`config.mk`:
```
export PLATFORM = sky130hd
export DESIGN_NAME = pipemwreg_skid
export DESIGN_NICKNAME = d
export VERILOG_FILES = /design/src/rtl/pipemwreg_skid.sv
export SDC_FILE = /design/constraint.sdc
export NUM_CORES = 1
export LEC_CHECK = 0
export CAP_MARGIN = 20
export CORE_MARGIN = 5
export CORE_UTILIZATION = 40
export DETAILED_ROUTE_END_ITERATION = 6
export PLACE_DENSITY = 0.71
export SYNTH_ARGS = -nofsm -noshare
export SYNTH_HDL_FRONTEND = slang
export SYNTH_SLANG_ARGS = --single-unit
```
`constraint.sdc`:
```
create_clock -name clk -period 2.85 [get_ports clk]
set_input_delay 0.57 -clock clk [delete_from_list [all_inputs] [get_ports clk]]
set_output_delay 0.57 -clock clk [all_outputs]
set_load 0.03 [all_outputs]
```
`src/rtl/pipemwreg_skid.sv`:
```
// pipemwreg_skid: MEM/WB pipeline register with valid/ready handshake, optional 2-entry skid and flush
module pipemwreg_skid #(
   parameter int DATA_W = 32,
   parameter int RN_W   = 5,
   parameter int SKID   = 1
) (
   input  logic              clk,
   input  logic              clrn,
   input  logic              flush,
   input  logic              in_valid,
   output logic              in_ready,
   input  logic              mwreg,
   input  logic              mm2reg,
   input  logic [DATA_W-1:0] mmo,
   input  logic [DATA_W-1:0] malu,
   input  logic [RN_W-1:0]   mrn,
   output logic              out_valid,
   input  logic              out_ready,
   output logic              wwreg,
   output logic              wm2reg,
   output logic [DATA_W-1:0] wmo,
   output logic [DATA_W-1:0] walu,
   output logic [RN_W-1:0]   wrn
);
   localparam int BW = 2 * DATA_W + RN_W + 2;
   logic [BW-1:0] in_b, out_b, skid_b;
   logic ov, sv, accept, drain;
   assign in_b      = {mwreg, mm2reg, mmo, malu, mrn};
   assign in_ready  = (SKID != 0) ? ~sv : (out_ready | ~ov);
   assign accept    = in_valid & in_ready;
   assign drain     = ov & out_ready;
   assign out_valid = ov;
   assign wwreg     = out_b[BW-1] & ov;
   assign wm2reg    = out_b[BW-2];
   assign wmo       = out_b[BW-3 -: DATA_W];
   assign walu      = out_b[RN_W +: DATA_W];
   assign wrn       = out_b[RN_W-1:0];
   // output entry and skid entry; a full skid always drains to the output before any new beat
   always_ff @(posedge clk or negedge clrn) begin
      if (!clrn) begin
         ov     <= 1'b0;
         sv     <= 1'b0;
         out_b  <= '0;
         skid_b <= '0;
      end else if (flush) begin
         ov              <= 1'b0;
         sv              <= 1'b0;
         out_b[BW-1 -: 2] <= 2'b00;
      end else if (SKID == 0) begin
         if (accept) begin
            out_b <= in_b;
            ov    <= 1'b1;
         end else if (drain) ov <= 1'b0;
      end else if (sv) begin
         if (drain) begin
            out_b <= skid_b;
            sv    <= 1'b0;
         end
      end else if (accept & ov & ~drain) begin
         skid_b <= in_b;
         sv     <= 1'b1;
      end else if (accept) begin
         out_b <= in_b;
         ov    <= 1'b1;
      end else if (drain) ov <= 1'b0;
   end
endmodule
```
==> run metrics <==
CP bufs+invs 2; Mapped Avg Cell Area approximately 14 um^2; Place WS 0.263 ns; biggest area consumer among synthesized cells dfrtp_1; nets 623; Crit Path Max Fanout 24; die area 19,500 um^2; Critical R2R Launch sv; CP delay by family, top buffers and inverters; GR peak layer met2; ant diodes 0; Num CTS Buffers 17; endpoints failing hold 0; Hold Crit Class input pin to asynchronous set/reset pin; IO buf count roughly 150; RSZ-0062 raised after global routing false; status completed; multi-input logic area about 2500 um^2; number of clock sinks about 140; Max Transition Viols Final 0; DRC 0; Resize count post-CTS 0; Finished Layout Cells roughly 780; Initial DRC Count 71; H-tree level count 4; Worst-Margin Slew approximately 0.65 ns; Inst Count DP 748; fin crit period roughly 2.4 ns; vias in the first global route around 4,300; worst path arrival time approximately 1.9 ns; Core Area approximately 17,000 um^2; initial core utilization 40.6%; period utilization around 85%; crit path kind flip-flop to output port; path depth of the worst reg2reg path 4; post-synth top area share 53.5%; detailed placement HPWL ~9000 um; initial antenna violation count 0; Final TNS setup 0 ns; delay of the slowest cell on the worst path roughly 0.71 ns; antenna viol nets, final 0; met2 track demand over resource about a quarter; drt via density around 4.8; first-pass GRT wire length between 20,000 and 25,000 um; met1 Resource Use GR between 10% and 20%; Clock Path Buffers 2; register bit total from synthesis approximately 140; dominant cells by area after synthesis dfrtp_1 (53%), mux2_2 (35%), buf_4 (8.6%); Worst path depth 2; VDD IR max between 0.0003 and 0.0004 V; Setup Skew around 0.0085 ns; Yosys warning count 0; GPL Wtd Cong around 0.71; Cells after Synth between 400 and 500; Layout area overhead 26.2%; Crit. End Element output port; number of detailed-route iterations in the first pass 4; hold_ws 0.149 ns; R2R Setup Slk between 0.7 and 0.8 ns; ratio of cells with drive above 1 in the final layout ~44%; P_leak about 3.5 nW; Row Count 47; post-CTS setup buffer count 0; Overflow after GRT 0; Worst Path Required roughly 2.3 ns; Slew HR between 50% and 60%; reg-to-reg endpoint skid_b[19]; Final Setup Violations 0; # Max-Cap Violations 0; Seq/Total Area, Yosys around 53%; Fmax achieved around 410 MHz; met3 Use GR under 10%; crit path cell chain inv_1 -> clkdlybuf4s50_1; via count 3,733; # fillers 1,389; CTS root buffer clkbuf_16; CTS tree built; post-synth cell types 18; die height around 140 um; largest net degree at the start of global routing 70; Worst path slowest cell clkdlybuf4s50_1; synthesized area ~6700 um^2; Worst setup SP type flip-flop; hold_buf cts 0; setup ws final between 0.4 and 0.5 ns; Power Density around 800 nW/um^2; global-route usage over all layers between 10 and 15%; num ports ~150; final WL around 13,000 um; Storage cell area 3610 um^2; Syn Nets around 540; worst skew pair latency roughly 0.41 ns; WL per Instance about 17 um; Worst-path clk slew approximately 0.06 ns; DIE WIDTH 140 um
[final cells by class]
type | instances | share of cell area, %
clock buffer | 25 | 5.83
clock inverter | 6 | 0.383
inverter | 2 | 0.0883
multi-input combinational | 227 | 29.3
sequential | 144 | 42.4
tap | 220 | 3.24
timing repair buffer | 155 | 18.8
[synth_stat cells]
master	n
buf_2	7
nor3_2	1
a21oi_1	4
or3_1	2
mux2i_1	3
buf_1	6
clkbuf_1	1
mux2_2	209
nand2b_1	1
and2_1	1
dfrtp_1	144
buf_4	77
inv_1	2
o21ai_0	3
nor3b_1	1
a211oi_1	1
and2b_1	1
buf_6	1
[how the worst max path moves through the flow]
stage,slack (ns),start,to
global placement,0.36,out_ready,skid_b[42]
detailed placement,0.26,out_ready,skid_b[19]
finish,0.42,sv,in_ready
CTS,0.37,sv,in_ready
floorplan,1.03,out_ready,out_b[20]
global route,0.33,sv,in_ready
[report_power, final]
| group | total [mW] | switching (mW) | leakage [nW] | internal, mW |
|---|---|---|---|---|
| logic | 1.82 | 0.853 | 1.47 | 0.970 |
| clock network | 1.98 | 0.787 | 0.263 | 1.19 |
| registers | 2.83 | 0.266 | 1.74 | 2.56 |
[stage by stage]
step	util, %	power [mW]	instance area, um^2
finish	51.3	6.63	8500
global route	51.3	6.98	8500
CTS	51.3	6.72	8500
detailed placement	48.1	4.71	7980
global placement	48.1	4.64	7980
floorplan	-	4.22	6740
[placed cells by master, fill, tap and decap left out, drive strengths merged]
cell,netlist,routed
dfrtp,144,144
nor3,1,1
or3,2,2
and2,1,1
nor3b,1,1
a211oi,1,1
a21oi,4,4
nand2b,1,1
clkinvlp,0,1
mux2i,3,3
and2b,1,1
inv,2,2
clkbuf,1,25
clkinv,0,5
o21ai,3,3
buf,91,8
clkdlybuf4s50,0,147
mux2,209,209
[per-layer routing]
layer / part of all wire, % / wire length (um)
met4: 1.3 / 169
met1: 44 / 5820
met3: 5.6 / 738
met2: 49 / 6540
met5: 0 / 0
[worst reg2reg max path, stage by stage, from the launching register on]
cell,delay [ns]
dfrtp_4,0.63
nand2b_1,0.26
nor3b_2,0.40
buf_12,0.28
mux2_2,0.40
[logic make-up (layout without fill, tap and decap cells)]
family	count (synthesis)	count (layout)	synth area share (%)
multiplexers	212	212	35.4
buffers and inverters	94	188	9.77
flip-flops	144	144	53.5
AND/OR/NAND/NOR	7	7	0.743
AO/OA/AOI/OAI	8	8	0.631
[sequential cells by signal, summed over array words and instances, names as in the netlist]
| name | count |
|---|---|
| skid_b | 71 |
| sv | 1 |
| out_valid | 1 |
| out_b | 71 |
Note: power is estimated with default switching activity, not from simulation.
